File: src/rtl/decoder_3_8_pulse_pkg.sv
// Shared definitions for the pulsed 3-to-8 decoder: FSM encoding, FIFO depth
// and the index-to-one-hot helper used by the decode path.
package decoder_3_8_pulse_pkg;

  // FSM state encoding, kept as plain constants for legacy tools
  localparam logic [1:0] ST_IDLE = 2'd0;
  localparam logic [1:0] ST_HOLD = 2'd1;
  localparam logic [1:0] ST_GAP  = 2'd2;

  // Input buffer depth and datapath widths
  localparam int FIFO_DEPTH = 2;
  localparam int IDX_W      = 3;
  localparam int CNT_W      = 4;
  localparam int OUT_W      = 8;

  // Index 0 is a real index and decodes to bit 0; validity comes from z
  function automatic logic [OUT_W-1:0] onehot8(input logic [IDX_W-1:0] idx);
    onehot8 = 8'd1 << idx;
  endfunction

endpackage

File: src/rtl/decoder_3_8_pulse_pe_fifo2.sv
// Two-entry in-order FIFO holding encoded indices between the priority
// encoder and the pulse FSM. Push when full and pop when empty are ignored.
module pe_fifo2
  import decoder_3_8_pulse_pkg::*;
(
  input  logic             clk,
  input  logic             rst_n,
  input  logic             push_i,
  input  logic             pop_i,
  input  logic [IDX_W-1:0] data_i,
  output logic [IDX_W-1:0] data_o,
  output logic             full_o,
  output logic             empty_o,
  output logic [1:0]       count_o
);

  localparam logic [1:0] DEPTH = 2'(FIFO_DEPTH);

  logic [IDX_W-1:0] mem0_q, mem0_d;
  logic [IDX_W-1:0] mem1_q, mem1_d;
  logic             wrPtr_q, wrPtr_d;
  logic             rdPtr_q, rdPtr_d;
  logic [1:0]       count_q, count_d;
  logic             doPush;
  logic             doPop;

  assign doPush  = push_i && (count_q != DEPTH);
  assign doPop   = pop_i && (count_q != 2'd0);
  assign data_o  = rdPtr_q ? mem1_q : mem0_q;
  assign full_o  = (count_q == DEPTH);
  assign empty_o = (count_q == 2'd0);
  assign count_o = count_q;

  // Next-state for storage, pointers and occupancy; push and pop may coincide
  always_comb begin
    mem0_d  = mem0_q;
    mem1_d  = mem1_q;
    wrPtr_d = wrPtr_q;
    rdPtr_d = rdPtr_q;
    count_d = count_q;
    if (doPush) begin
      if (wrPtr_q) begin
        mem1_d = data_i;
      end else begin
        mem0_d = data_i;
      end
      wrPtr_d = ~wrPtr_q;
    end
    if (doPop) begin
      rdPtr_d = ~rdPtr_q;
    end
    count_d = count_q + {1'b0, doPush} - {1'b0, doPop};
  end

  // Register FIFO state; reset empties the buffer
  always_ff @(posedge clk or negedge rst_n) begin
    if (!rst_n) begin
      mem0_q  <= '0;
      mem1_q  <= '0;
      wrPtr_q <= 1'b0;
      rdPtr_q <= 1'b0;
      count_q <= 2'd0;
    end else begin
      mem0_q  <= mem0_d;
      mem1_q  <= mem1_d;
      wrPtr_q <= wrPtr_d;
      rdPtr_q <= rdPtr_d;
      count_q <= count_d;
    end
  end

endmodule

File: src/rtl/decoder_3_8_pulse.sv
// Pulsed 3-to-8 decoder: buffers indices in a 2-entry FIFO and drives each
// as a registered one-hot word for HOLD cycles, separated by GAP idle cycles.
module decoder_3_8_pulse
  import decoder_3_8_pulse_pkg::*;
#(
  parameter int HOLD = 4,
  parameter int GAP  = 1
) (
  input  logic             clk,
  input  logic             rst_n,
  input  logic [IDX_W-1:0] y,
  input  logic             z,
  output logic             ready,
  output logic [OUT_W-1:0] d,
  output logic             busy,
  output logic             done
);

  localparam logic [CNT_W-1:0] HOLD_LOAD = CNT_W'(HOLD - 1);
  localparam logic [CNT_W-1:0] GAP_LOAD  = (GAP > 0) ? CNT_W'(GAP - 1) : '0;
  localparam bit               GAP_EN    = (GAP > 0);

  logic [1:0]       state_q, state_d;
  logic [CNT_W-1:0] cnt_q, cnt_d;
  logic [OUT_W-1:0] d_q, d_d;
  logic             alive_q;

  logic             fifoPush;
  logic             fifoPop;
  logic [IDX_W-1:0] fifoHead;
  logic             fifoFull;
  logic             fifoEmpty;
  logic [1:0]       fifoCount;

  // alive_q keeps ready low until the first edge after reset release, so
  // ready depends only on registered state and never on the pop decision
  assign ready    = alive_q && !fifoFull;
  assign fifoPush = z && ready;
  assign d        = d_q;
  assign done     = (state_q == ST_HOLD) && (cnt_q == '0);
  assign busy     = (state_q != ST_IDLE) || (fifoCount != 2'd0);

  pe_fifo2 u_fifo (
    .clk     (clk),
    .rst_n   (rst_n),
    .push_i  (fifoPush),
    .pop_i   (fifoPop),
    .data_i  (y),
    .data_o  (fifoHead),
    .full_o  (fifoFull),
    .empty_o (fifoEmpty),
    .count_o (fifoCount)
  );

  // FSM: pop an index, hold its one-hot word, then insert the idle gap
  always_comb begin
    state_d = state_q;
    cnt_d   = cnt_q;
    d_d     = d_q;
    fifoPop = 1'b0;
    case (state_q)
      ST_IDLE: begin
        d_d = '0;
        if (!fifoEmpty) begin
          fifoPop = 1'b1;
          d_d     = onehot8(fifoHead);
          cnt_d   = HOLD_LOAD;
          state_d = ST_HOLD;
        end
      end
      ST_HOLD: begin
        if (cnt_q != '0) begin
          cnt_d = cnt_q - 1'b1;
        end else if (GAP_EN) begin
          d_d     = '0;
          cnt_d   = GAP_LOAD;
          state_d = ST_GAP;
        end else if (!fifoEmpty) begin
          fifoPop = 1'b1;
          d_d     = onehot8(fifoHead);
          cnt_d   = HOLD_LOAD;
        end else begin
          d_d     = '0;
          state_d = ST_IDLE;
        end
      end
      ST_GAP: begin
        d_d = '0;
        if (cnt_q != '0) begin
          cnt_d = cnt_q - 1'b1;
        end else if (!fifoEmpty) begin
          fifoPop = 1'b1;
          d_d     = onehot8(fifoHead);
          cnt_d   = HOLD_LOAD;
          state_d = ST_HOLD;
        end else begin
          state_d = ST_IDLE;
        end
      end
      default: begin
        d_d     = '0;
        cnt_d   = '0;
        state_d = ST_IDLE;
      end
    endcase
  end

  // Register FSM, counter and output word; reset discards any active entry
  always_ff @(posedge clk or negedge rst_n) begin
    if (!rst_n) begin
      state_q <= ST_IDLE;
      cnt_q   <= '0;
      d_q     <= '0;
      alive_q <= 1'b0;
    end else begin
      state_q <= state_d;
      cnt_q   <= cnt_d;
      d_q     <= d_d;
      alive_q <= 1'b1;
    end
  end

endmodule

File: config.mk
export PLATFORM = sky130hd
export DESIGN_NAME = decoder_3_8_pulse
export DESIGN_NICKNAME = d
export VERILOG_FILES = /design/src/rtl/decoder_3_8_pulse_pkg.sv /design/src/rtl/decoder_3_8_pulse_pe_fifo2.sv /design/src/rtl/decoder_3_8_pulse.sv
export SDC_FILE = /design/constraint.sdc
export NUM_CORES = 1
export LEC_CHECK = 0
export CAP_MARGIN = 20
export CORE_AREA = 2 2 52 54
export DETAILED_ROUTE_END_ITERATION = 7
export DIE_AREA = 0 0 54 56
export PLACE_DENSITY = 0.77
export SLEW_MARGIN = 5
export SYNTH_ARGS = -nofsm -noshare
export SYNTH_HDL_FRONTEND = slang
export SYNTH_SLANG_ARGS = --single-unit
File: constraint.sdc
create_clock -name clk -period 2.8 [get_ports clk]
set_clock_uncertainty 0.15 [all_clocks]
set_input_delay 0.84 -clock clk [delete_from_list [all_inputs] [get_ports clk]]
set_output_delay 0.84 -clock clk [all_outputs]
set_load 0.02 [all_outputs]
==> impl_metrics.sql, run 1 <==
INSERT INTO impl_metrics (metric_group, metric, value, unit) VALUES
('synthesis', 'synth.top_cell.area_share', '49.7', '%'),
('hold_path', 'hold_path_class', 'reg2reg', ''),
('clock_network', 'number_of_buffers_created_by_cts', '3', ''),
('final_layout', 'most-common-layout-cells', '24 x dfrtp_1, 14 x clkdlybuf4s50_1, 10 x mux2_2, 9 x a22o_1, 8 x nor2_1', ''),
('route', 'drc', '0', ''),
('power_and_ir_drop', 'power_consumption', '1.91', 'mW'),
('final_layout', 'most_frequent_standard_cell_in_the_layout_excluding_fill_and_tap_cells', 'dfrtp_1', ''),
('synthesis', 'netlist_area', '1260', 'um^2'),
('clock_network', 'clock_tree_from_tritoncts', 'done', ''),
('synthesis', 'synth.ff_latch_count', '25', ''),
('sta', 'rsz0062_at_grt', 'no', ''),
('synthesis', 'synth_sequential_area_ratio', '49.7', '%'),
('synthesis', 'async_reset_ff_share', '100', '%'),
('die', 'floorplan.initialDensity', '51.7', '%'),
('route', 'drt-initial-drc-count', '9', ''),
('grt', 'grt.met1_usage', '23.8', '%'),
('clock_network', 'insertion_delay', '0.32', 'ns'),
('die', 'chip_width', '54', 'um'),
('run', 'cap_violations', '0', ''),
('power_and_ir_drop', 'powerDensity', '1250', 'nW/um^2'),
('sta', 'finalMaxSlewViolations', '0', ''),
('die', 'die_height', '56', 'um'),
('route', 'drt_pre_antenna_iters', '4', ''),
('power_and_ir_drop', 'max-vdd-ir-drop', '0.682', 'mV'),
('synthesis', 'synthesized_net_count', '113', ''),
('outcome', 'run_status', 'complete, no violations', ''),
('route', 'num_vias', '842', ''),
('worst_setup_path', 'cp.required', '1.81', 'ns'),
('route', 'routed_via_density', '5.40', ''),
('grt', 'grt_pass1_wl', '3.83', 'mm'),
('synthesis', 'yosysUniqueCellTypes', '34', ''),
('sta', 'clock.fmax', '373', 'MHz'),
('clock_network', 'clock_pin_slew_of_the_registers_on_the_worst_case_setup_and_hold_paths', '0.13', 'ns'),
('grt', 'groute.layer.met3.usage', '3.23', '%'),
('die', 'floorplan.core_area', '2430', 'um^2'),
('worst_setup_path', 'setup.worst_path.start_class', 'register', ''),
('worst_setup_path', 'worst_endpoint_data_arrival_time', '1.69', 'ns'),
('placed_design', 'finalWeightedCongestion', '0.760', ''),
('grt', 'globalRouteOverflowTotal', '0', ''),
('die', 'floorplan.rows', '18', ''),
('final_layout', 'antenna_cells_inserted', '0', ''),
('worst_setup_path', 'timing_worst_setup_path_type', 'reg2out', ''),
('final_layout', 'final_net_count', '137', ''),
('route', 'antenna_violating_nets_left', '0', ''),
('sta', 'worst_relative_slew_slack', '62.7', '%'),
('placed_design', 'io_buffers', '16', ''),
('sta', 'finalWorstPathRequiredPeriod', '2.68', 'ns'),
('synthesis', 'post_synth_main_area_contributors', 'dfrtp_1 50%, mux2_2 8.9%, a22o_1 6.3%, ha_1 4.0%, a211oi_4 3.2%', ''),
('die', 'fp.dieArea', '3020', 'um^2'),
('worst_setup_path', 'critPathMaxFanout', '3', ''),
('final_layout', 'area_growth_syn_to_layout', '21.1', '%'),
('die', 'io_pins', '17', ''),
('grt', 'antenna_found_initial', '0', ''),
('synthesis', 'post-synth-top-area-cell', 'dfrtp_1', ''),
('grt', 'gr-usage-all-layers', '16.9', '%'),
('grt', 'grt_util_met2', '25.4', '%'),
('clock_network', 'htree_num_levels', '1', ''),
('sta', 'worst_hold_check_slack', '0.360', 'ns'),
('grt', 'maximum_number_of_pins_on_one_net_before_global_route_repair', '26', ''),
('final_layout', 'post_route_cells_drive_above_1_share', '22.2', '%'),
('route', 'route.final.wire_length', '2.20', 'mm'),
('clock_network', 'cts_root_buffer', 'clkbuf_4', ''),
('sta', 'timing_worst_slew_pin_value', '0.558', 'ns'),
('sta', 'finalHoldViolations', '0', ''),
('grt', 'vias_in_the_first_global_route', '844', ''),
('sta', 'setup_total_neg_slack', '0', 'ns'),
('worst_setup_path', 'cp-end-kind', 'output port', ''),
('placed_design', 'dp.final_hpwl', '1.60', 'mm'),
('route', 'avg_wl_per_cell', '14.1', 'um'),
('grt', 'grt_most_used_layer', 'met2', ''),
('synthesis', 'cell_count_after_synthesis', '103', ''),
('synthesis', 'synth_flop_cell', 'dfrtp_1', ''),
('synthesis', 'yosysWarningCount', '0', ''),
('sta', 'final_min_period_over_clock_period', '95.7', '%'),
('clock_network', 'clockBufferDepth', '2', ''),
('synthesis', 'avgSynthCellArea', '12.2', 'um^2'),
('clock_network', 'cts.sink_count', '25', ''),
('synthesis', 'number_of_synthesized_flops_with_an_enable_pin', '0', ''),
('sta', 'setup_viol', '0', ''),
('clock_network', 'post_cts_buffers', '0', ''),
('power_and_ir_drop', 'leakage_power_total', '0.688', 'nW');
[layout make-up]
type                       count  area, um^2
fill                         204         908
sequential                    25         627
multi-input combinational     69         604
timing repair buffer          23         210
tap                           30        37.5
clock buffer                   4        26.3
inverter                       5        18.8
[Yosys cell counts (2+ instances only)]
library cell / n
a211o_1: 2
a211oi_4: 2
a22o_1: 9
buf_2: 2
dfrtp_1: 25
ha_1: 4
inv_1: 5
mux2_2: 10
mux2i_1: 3
nand2_1: 3
nand2b_1: 3
nor2_1: 8
nor2b_1: 2
nor3_1: 2
xnor2_1: 2
xor2_1: 3
[stage by stage]
stage / cells / instance area, um^2 / setup WS [ns] / utilization, %
final: 156 / 1520 / 0.121 / 62.7
after global routing: 156 / 1520 / 0.0462 / 62.7
after CTS: 156 / 1520 / 0.00259 / 62.4
after detailed placement: 152 / 1480 / 0.0689 / 61.0
after global placement: 152 / 1480 / 0.134 / 61.0
after floorplan: 103 / 1260 / 0.315 / -
[final timing paths]
kind | start | end | slack, ns | depth (start not counted)
min in group asynchronous | rst_n | cnt_q[3] | 0.72 | 2
max in group asynchronous | rst_n | u_fifo.count_o[0] | 1.51 | 2
setup reg to reg | cnt_q[0] | u_fifo.count_o[1] | 0.37 | 10
hold / removal | u_fifo.wrPtr_q | u_fifo.wrPtr_q | 0.36 | 1
setup / recovery | state_q[0] | busy | 0.12 | 3
hold reg to reg | u_fifo.wrPtr_q | u_fifo.wrPtr_q | 0.36 | 1
[registers in the layout, summed over array words and instances, names as in the netlist]
name            count
cnt_q               4
u_fifo.mem1_q       3
state_q             2
u_fifo.mem0_q       3
alive_q             1
u_fifo.count_o      2
u_fifo.rdPtr_q      1
u_fifo.wrPtr_q      1
d                   8
[report_power, final]
| part | internal (mW) | total (mW) | switching, mW |
|---|---|---|---|
| combinational | 0.525 | 1.07 | 0.546 |
| sequential | 0.529 | 0.678 | 0.149 |
| clock | 0.0558 | 0.162 | 0.106 |
[critical path: stages (launching register included)]
cell             delay, ns
dfrtp_1               0.43
nor4_4                0.34
inv_1                 0.07
clkdlybuf4s50_1       0.53
[logic make-up (layout without fill, tap and decap cells)]
logic type,Yosys count,in the layout,share of synthesized area (%)
compound gates,20,20,16.7
fa+ha+maj,4,4,3.98
xor+xnor,5,5,3.48
flops,25,25,49.7
other cells,1,1,0.298
buf+inv,9,32,3.48
simple gates,26,26,11.0
mux,13,13,11.3
[metal layers]
metal	part of all wire, %	wire length, um
met5	0	0
met4	1.4	31
met3	3.0	66
met2	46	1020
met1	49	1080
[what timing repair did]
item	CTS	global route
endpoints found under the setup margin	2	3
gates resized for setup	4	4
cloned	0	0
hold buffers	0	0
Power figures use the tool's default switching activity.
==> inputs of run 2 (changes only) <==
--- a/config.mk
+++ b/config.mk
@@ -10,6 +10,7 @@
 export DETAILED_ROUTE_END_ITERATION = 7
 export DIE_AREA = 0 0 54 56
 export PLACE_DENSITY = 0.77
+export RECOVER_POWER = 25
 export SLEW_MARGIN = 5
 export SYNTH_ARGS = -nofsm -noshare
 export SYNTH_HDL_FRONTEND = slang
==> impl_metrics.sql, run 2 (same netlist as run 1, synthesis figures left out) <==
INSERT INTO impl_metrics (metric_group, metric, value, unit) VALUES
('route', 'highest_layer', 'met4', ''),
('clock_network', 'post_cts_buffers', '0', ''),
('power_and_ir_drop', 'portion_of_total_power_attributed_to_sequential_cells', '35.5', '%'),
('placed_design', 'dp_cells', '152', ''),
('sta', 'timing_worst_slew_pin_value', '1.38', 'ns'),
('sta', 'clock.fmax', '373', 'MHz'),
('grt', 'vias_in_the_first_global_route', '844', ''),
('final_layout', 'flip_flop_count_of_the_largest_register_after_layout', '8', ''),
('power_and_ir_drop', 'powerDensity', '1260', 'nW/um^2'),
('route', 'routed_via_density', '5.40', ''),
('route', 'met1_wirelength', '1.08', 'mm'),
('route', 'routed-wl-met3', '66', 'um'),
('worst_setup_path', 'cp-end-kind', 'output port', ''),
('clock_network', 'postCtsResizedCells', '4', ''),
('grt', 'maximum_number_of_pins_on_one_net_before_global_route_repair', '26', ''),
('clock_network', 'cts_hold_buf', '0', ''),
('final_layout', 'most_frequent_standard_cell_in_the_layout_excluding_fill_and_tap_cells', 'dfrtp_1', ''),
('sta', 'finalHoldViolations', '0', ''),
('clock_network', 'cts_root_buffer', 'clkbuf_4', ''),
('power_and_ir_drop', 'max-vdd-ir-drop', '0.682', 'mV'),
('clock_network', 'clock_tree_from_tritoncts', 'done', ''),
('worst_setup_path', 'critPathMaxFanout', '3', ''),
('final_layout', 'antenna_cells_inserted', '0', ''),
('placed_design', 'dp_worst_setup_slack', '0.0689', 'ns'),
('worst_setup_path', 'cp.required', '1.81', 'ns'),
('sta', 'rsz0062_at_grt', 'no', ''),
('route', 'route.final.wire_length', '2.20', 'mm'),
('final_layout', 'most-common-layout-cells', '24 x dfrtp_1, 13 x clkdlybuf4s50_1, 10 x mux2_2, 9 x a22o_1, 8 x nor2_1', ''),
('final_layout', 'post_route_cells_drive_above_1_share', '21.4', '%'),
('power_and_ir_drop', 'leakage_power_total', '0.685', 'nW'),
('route', 'drt-initial-drc-count', '9', ''),
('grt', 'antenna_found_initial', '0', ''),
('worst_setup_path', 'timing_worst_setup_path_type', 'reg2out', ''),
('outcome', 'run_status', 'complete, no violations', ''),
('route', 'drc', '0', ''),
('sta', 'finalMaxSlewViolations', '0', ''),
('die', 'die_height', '56', 'um'),
('power_and_ir_drop', 'fraction_of_power_spent_switching_nets', '42.0', '%'),
('clock_network', 'htree_num_levels', '1', ''),
('clock_network', 'cts.sink_count', '25', ''),
('route', 'avg_wl_per_cell', '14.1', 'um'),
('final_layout', 'fin_cells', '156', ''),
('route', 'drt_pre_antenna_iters', '4', ''),
('worst_setup_path', 'worst_endpoint_data_arrival_time', '1.69', 'ns'),
('sta', 'worst_relative_slew_slack', '8.23', '%'),
('route', 'antenna_violating_nets_left', '0', ''),
('grt', 'grt_pass1_wl', '3.83', 'mm'),
('die', 'floorplan.core_area', '2430', 'um^2'),
('power_and_ir_drop', 'power_frac_comb', '56.0', '%'),
('route', 'num_vias', '842', ''),
('hold_path', 'hold_path_class', 'reg2reg', ''),
('clock_network', 'clockBufferDepth', '2', ''),
('clock_network', 'number_of_buffers_created_by_cts', '3', ''),
('sta', 'setup_slack', '0.121', 'ns'),
('power_and_ir_drop', 'p_int', '1.11', 'mW'),
('clock_network', 'clock_pin_slew_of_the_registers_on_the_worst_case_setup_and_hold_paths', '0.13', 'ns'),
('sta', 'finalWorstPathRequiredPeriod', '2.68', 'ns'),
('power_and_ir_drop', 'share_clk_of_total_power', '8.5', '%'),
('power_and_ir_drop', 'power_consumption', '1.91', 'mW'),
('route', 'wl_met2', '1.02', 'mm'),
('placed_design', 'io_buffers', '16', ''),
('final_layout', 'final_net_count', '137', ''),
('sta', 'setup_viol', '0', ''),
('sta', 'final_min_period_over_clock_period', '95.7', '%'),
('die', 'floorplan.initialDensity', '51.7', '%'),
('die', 'fp.dieArea', '3020', 'um^2'),
('clock_network', 'insertion_delay', '0.32', 'ns'),
('die', 'floorplan.rows', '18', ''),
('placed_design', 'finalWeightedCongestion', '0.760', ''),
('grt', 'globalRouteOverflowTotal', '0', ''),
('die', 'chip_width', '54', 'um'),
('grt', 'gr-usage-all-layers', '16.9', '%'),
('final_layout', 'area_growth_syn_to_layout', '20.8', '%'),
('sta', 'setup_total_neg_slack', '0', 'ns'),
('power_and_ir_drop', 'power.net_switching', '0.801', 'mW'),
('run', 'cap_violations', '0', ''),
('worst_setup_path', 'setup.worst_path.start_class', 'register', ''),
('die', 'io_pins', '17', ''),
('placed_design', 'dp.final_hpwl', '1.60', 'mm');
-- run 2: final timing paths --
path	from	end	slack, ns	depth (start not counted)
worst max-delay path	state_q[0]	busy	0.12	3
worst min-delay path	u_fifo.wrPtr_q	u_fifo.wrPtr_q	0.36	1
max in group asynchronous	rst_n	u_fifo.count_o[0]	0.41	2
worst max register to register	cnt_q[0]	u_fifo.count_o[1]	0.37	10
worst min register to register	u_fifo.wrPtr_q	u_fifo.wrPtr_q	0.36	1
min in group asynchronous	rst_n	cnt_q[3]	1.19	2
-- run 2: critical path: stages, from the launching register on --
cell and delay (ns):
dfrtp_1 0.43, nor4_4 0.34, inv_1 0.07, clkdlybuf4s50_1 0.53
-- run 2: cell type report --
type / instances / area [um^2]
well taps: 30 / 37.5
fillers: 206 / 912
flip-flops and latches: 25 / 627
multi-input cells: 69 / 604
repair buffers: 23 / 206
clock buffers: 4 / 26.3
inverters: 5 / 18.8
-- run 2: through the flow --
step / hold slack, ns / cell area, um^2 / util [%]
after detailed placement: 0.334 / 1480 / 61.0
after global routing: 0.368 / 1520 / 62.5
after CTS: 0.359 / 1520 / 62.4
after floorplan: 0.305 / 1260 / -
after global placement: 0.320 / 1480 / 61.0
final: 0.360 / 1520 / 62.5
-- run 2: metal layers --
| metal | global-route usage, % | vias up |
|---|---|---|
| li1 | - | 414 |
| met1 | 23.8 | 410 |
| met2 | 25.4 | 14 |
| met3 | 3.23 | 4 |
| met4 | 6.43 | 0 |
| met5 | 0 | - |
-- run 2: power groups by stage --
stage	logic [mW]	clock network (mW)	registers [mW]
finish	1.07	0.162	0.678
floorplan	0.720	0	0.697
global route	1.17	0.186	0.704
global placement	1.04	0	0.658
CTS	1.08	0.171	0.666
detailed placement	1.07	0	0.670
==> RTL change 1: new RTL, settings of run 1 <==
`d_q` no longer has a reset.
--- a/src/rtl/decoder_3_8_pulse.sv
+++ b/src/rtl/decoder_3_8_pulse.sv
@@ -112,3 +112,2 @@
       cnt_q   <= '0;
-      d_q     <= '0;
       alive_q <= 1'b0;
@@ -117,3 +116,2 @@
       cnt_q   <= cnt_d;
-      d_q     <= d_d;
       alive_q <= 1'b1;
@@ -122,2 +120,6 @@
 
+  always_ff @(posedge clk) begin
+    d_q <= d_d;
+  end
+
 endmodule
Behaviour: differs if rst_n is asserted again (counterexample within 4 cycles, from zero or initial values and one cycle with rst_n low); with rst_n held inactive, the same outputs for 10 cycles.
==> RTL change 1 against run 1 <==
  * Total power is 3.6% lower
  * Register-to-register slack worse by 20 ps
  * Design area rose by 0.25%
  * Sequential cell count unchanged
  * Clock power decreased by 7%
  * Non-clock buffer count grew 3
  * Via count grew 5.3%
  * Critical path type unchanged
  * Fmax shrank 1.3%
  * Core utilization grew 0.15 points
  * Synthesized area is 0.50% lower
  * Routed wire length up 5.0%
  * Global-route usage increased by 0.25 points
  * Setup slack worse by 35 ps
==> RTL change 1: results (changes against run 1) <==
stage,metric,value,unit,change
setup_path,Reg2Reg Launch Point,cnt_q[1],,was cnt_q[0]
synth,XOR/XNOR Fraction of Synth Area,4.20,%,was 3.48%
synth,ranking of synthesized cells by area,"dfrtp_1 34%, edfxtp_1 19%, mux2_2 7.2%",,"was dfrtp_1 50%, mux2_2 8.9%, a22o_1 6.3%"
global_route,vias in the first global route,890,,was 844
synth,largest family of logic cells by synthesized area,simple AND/OR/NAND/NOR gates,,was compound AO/OA/AOI/OAI gates
clocking,Clock Pin Slew Worst Setup and Hold Paths,120,ps,
global_route,initial antenna violation count,0,,unchanged
synth,"Seq/Total Area, Yosys",53.1,%,was 49.7%
detailed_routing,final WL,2310,um,was 2200 um
place,Placed Area,1500,um^2,was 1480 um^2
synth,Yosys warning count,0,,unchanged
clocking,# Post-CTS Setup Buffers,0,,unchanged
setup_path,Crit. Startpoint,u_fifo.count_o[1],,was state_q[0]
place,HPWL Detailed,1720,um,was 1600 um
layout,Filler cells,219,,was 204
setup_path,CP max stage delay,600,ps,was 530 ps
layout,final cell count without fillers,164,,was 156
clocking,Max clock buf depth,2,,unchanged
layout,fraction of layout cells with a size suffix above 1,20.1,%,was 22.2%
synth,Synth top cells by count,"17 x dfrtp_1, 12 x nor2_1, 9 x inv_1, 8 x edfxtp_1, 8 x mux2_2",,"was 25 x dfrtp_1, 10 x mux2_2, 9 x a22o_1, 8 x nor2_1, 5 x inv_1"
global_route,GR Util All Layers,17.2,%,was 16.9%
setup_path,Worst R2R Setup Slack,350,ps,was 370 ps
synth,compound-gate portion of the synthesized area,11.0,%,was 16.7%
synth,number of flops mapped to enable cells by yosys,8,,was 0
layout,ANT cells,0,,unchanged
clocking,root buf cell,clkbuf_4,,unchanged
pwr,sw frac,39.5,%,was 41.9%
status,status,completed,,unchanged
setup_path,critical path peak fanout,4,,was 3
place,PortBufs,16,,unchanged
detailed_routing,vias per cell,5.41,,was 5.40
synth,adder-cell share of the synthesized area,4.00,%,was 3.98%
pwr,P_leak,0.660,nW,was 0.688 nW
synth,Mapped Cells,108,,was 103
layout,final net count,145,,was 137
sta,Final Hold Vio Count,0,,unchanged
detailed_routing,Initial DRC Count,12,,was 9
min_path,min-delay src,u_fifo.wrPtr_q,,unchanged
setup_path,WP data arrival,1720,ps,was 1690 ps
synth,multiplexer share of the synthesized area,8.79,%,was 11.3%
clocking,latest clock arrival within the worst-skew pair,300,ps,was 320 ps
place,dpl cells,160,,was 152
setup_path,R2R depth,10,,unchanged
place,Placer Congestion,0.824,,was 0.760
synth,syn nets,118,,was 113
synth,Async SR Flop Fraction,68.0,%,was 100%
synth,Yosys cell types,37,,was 34
global_route,largest net degree at the start of global routing,18,,was 26
pwr,worst vdd ir,0.745,mV,was 0.682 mV
[RTL change 1: cell count changes after synthesis, moves of 4 or more]
cell	delta
nor2_1	+4
a22o_1	-8
inv_1	+4
edfxtp_1	+8
dfrtp_1	-8
[RTL change 1: final cells by class]
| type | count | area share [%] |
|---|---|---|
| Sequential cell | 25 | 43.6 |
| Multi-Input combinational cell | 70 | 35.1 |
| Timing Repair Buffer | 26 | 15.0 |
| Tap cell | 30 | 2.46 |
| Inverter | 9 | 2.21 |
| Clock buffer | 4 | 1.72 |
[RTL change 1: per-layer routing]
layer  share of wire, %  wire length (um)  GRT usage, %
met5                  0                 0             0
met4               0.65                15          7.14
met3                4.8               110          2.96
met2                 54              1240          30.0
met1                 41               945          20.0
[RTL change 1: per-stage QoR]
step	total power [W]	hold slack (ps)	util, %	setup slack (ps)
floorplan	0.00135	307	-	154
global placement	0.00164	323	61.8	46.0
detailed placement	0.00169	333	61.8	19.8
CTS	0.00185	354	62.8	66.2
global route	0.00197	375	62.8	16.6
finish	0.00184	353	62.8	86.0
[RTL change 1: how the worst max path moves through the flow]
stage	to	slack [ps]	cells past startpoint
global route	done	20	5
floorplan	done	150	5
global placement	done	50	5
CTS	ready	70	4
finish	ready	90	4
detailed placement	done	20	5
[RTL change 1: power by group through the flow]
stage               clock, W  sequential, W  combinational (W)
detailed placement         0       0.000699           0.000994
floorplan                  0       0.000738           0.000611
global route        0.000168       0.000713            0.00109
finish              0.000151       0.000694           0.000998
global placement           0       0.000686           0.000953
CTS                 0.000159       0.000692            0.00100
[RTL change 1: what timing repair did]
| action | in CTS | in global routing |
|---|---|---|
| endpoints found under the hold margin | 0 | 0 |
| setup endpoints to repair | 2 | 0 |
| gates resized for setup | 7 | 0 |
==> RTL change 2: new RTL, flow settings as in run 1 <==
Without the edit above. The package constant `OUT_W` goes from 8 to 6.
--- a/src/rtl/decoder_3_8_pulse_pkg.sv
+++ b/src/rtl/decoder_3_8_pulse_pkg.sv
@@ -13,3 +13,3 @@
   localparam int CNT_W      = 4;
-  localparam int OUT_W      = 8;
+  localparam int OUT_W      = 6;
 
Interface: changed (resized d); port bits go from 17 to 15. No check against the original RTL was run, so the function may have changed too.
==> RTL change 2 against run 1 <==
  * Sequential cell count down 2
  * Clock power is 5% lower
  * Total power decreased by 6.1%
  * Setup slack improved by 19 ps
  * Routed wire length grew 5.0%
  * Synthesized area down 3.5%
  * Design area shrank 5.7%
  * Final cell count stayed put
  * Largest power group unchanged
==> RTL change 2: results (changes against run 1) <==
stage,metric,value,unit,change
status,status,completed,,unchanged
layout,ClkCell Share,1.91,%,was 1.72%
synth,Synth top cells by count,"23 x dfrtp_1, 7 x a22o_1, 7 x inv_1, 7 x mux2_2, 6 x nor2_1",,"was 25 x dfrtp_1, 10 x mux2_2, 9 x a22o_1, 8 x nor2_1, 5 x inv_1"
synth,Mapped Cells,106,,was 103
detailed_routing,WL per Instance,14.8,um,was 14.1 um
global_route,initial antenna violation count,0,,unchanged
clocking,# Post-CTS Setup Buffers,0,,unchanged
layout,fraction of area in registers,40.0,%,was 41.1%
synth,"Seq/Total Area, Yosys",47.4,%,was 49.7%
floorplanning,DIE AREA,3020,um^2,unchanged
min_path,worst hold path cell count,1,,unchanged
layout,footprint of the multi-input gates,589,um^2,was 604 um^2
global_route,GR Util All Layers,17.9,%,was 16.9%
layout,Non-clk bufs,20,,was 23
detailed_routing,DR vias,911,,was 842
setup_path,Crit. Startpoint,state_q[1],,was state_q[0]
place,Placed Area,1410,um^2,was 1480 um^2
place,dpl cells,152,,unchanged
setup_path,R2R depth,10,,unchanged
detailed_routing,Initial DRC Count,15,,was 9
place,HPWL Detailed,1750,um,was 1600 um
layout,Multi-Input Combinational,72,,was 69
setup_path,WP data arrival,1670,ps,was 1690 ps
clocking,H-tree level count,1,,unchanged
place,DP Worst Slack,120,ps,was 68.9 ps
layout,Filler cells,221,,was 204
global_route,largest net degree at the start of global routing,24,,was 26
layout,Final non-clock buffer share,12.6,%,was 13.8%
pwr,P_leak,0.642,nW,was 0.688 nW
global_route,vias in the first global route,854,,was 844
place,PortBufs,14,,was 16
layout,final net count,137,,unchanged
detailed_routing,router iterations before antenna repair,5,,was 4
synth,ranking of synthesized cells by area,"dfrtp_1 47%, mux2_2 6.5%, a22o_1 5.0%",,"was dfrtp_1 50%, mux2_2 8.9%, a22o_1 6.3%"
detailed_routing,final WL,2310,um,was 2200 um
clocking,Clock Pin Slew Worst Setup and Hold Paths,130,ps,about the same
setup_path,Worst R2R Setup Slack,400,ps,was 370 ps
clocking,root buf cell,clkbuf_4,,unchanged
layout,Non-clock inverters,7,,was 5
pwr,worst vdd ir,0.742,mV,was 0.682 mV
place,Placer Congestion,0.774,,was 0.760
synth,#FFs+latches synth,23,,was 25
layout,Area growth syn-to-layout,18.3,%,was 21.1%
clocking,Max clock buf depth,2,,unchanged
setup_path,critical path peak fanout,4,,was 3
setup_path,Crit Reg-Reg Endpoint,u_fifo.count_o[1],,unchanged
synth,syn nets,116,,was 113
layout,max reg flops,6,,was 8
global_route,first-pass GRT wire length,4020,um,was 3830 um
layout,fraction of layout cells with a size suffix above 1,19.0,%,was 22.2%
sta,final hold slack,348,ps,was 360 ps
synth,Yosys cell types,39,,was 34
==> RTL change 2: changes by cell type in the layout (fill, tap and decap cells not counted), moves of 2 or more <==
cell and change:
clkdlybuf4s50_1 -3, mux2_2 -3, mux2i_1 -3, o21ai_0 +3, a22o_1 -2, inv_1 +2, nand2b_1 +2, nor2_1 -2
o32ai_1 +2, xnor2_1 +2
==> RTL change 2: worst max-delay path: stages (launching register included) <==
cell           delay [ps]
dfrtp_1               460
or4_1                 550
dlygate4sd2_1         350
==> RTL change 2: worst max path at each step <==
stage,end,slack (ps),cells past startpoint
3_5_place_dp,done,120,5
2_1_floorplan,done,350,5
6_report,busy,140,2
3_3_place_gp,done,160,5
5_1_grt,busy,80,2
4_1_cts,done,40,5
==> RTL change 2: cell families after synthesis <==
| kind of cell | count (synthesis) | share of synthesized area, % |
|---|---|---|
| other | 1 | 0.309 |
| adder cells (fa/ha/maj) | 4 | 4.12 |
| AND/OR/NAND/NOR | 30 | 14.2 |
| AO/OA/AOI/OAI | 24 | 19.1 |
| buffers and inverters | 11 | 4.12 |
| flip-flops | 23 | 47.4 |
| XOR/XNOR | 6 | 4.33 |
| multiplexers | 7 | 6.49 |
==> RTL change 2: metal layers <==
metal / track usage, % / wire [um]
met1: 25.1 / 1050
met2: 27.7 / 1140
met3: 2.42 / 85
met4: 6.43 / 36
met5: 0 / 0
==> RTL change 2: power breakdown <==
group | total, W | switching [W] | internal, W | leakage (nW)
Sequential | 0.000642 | 0.000154 | 0.000488 | 0.287
Clock | 0.000154 | 0.000101 | 0.0000534 | 0.0177
Combinational | 0.000998 | 0.000514 | 0.000484 | 0.338
==> RTL change 2: what timing repair did <==
item,in CTS,in global routing
gates resized for setup,2,3
setup endpoints to repair,2,2
pin swaps,0,0
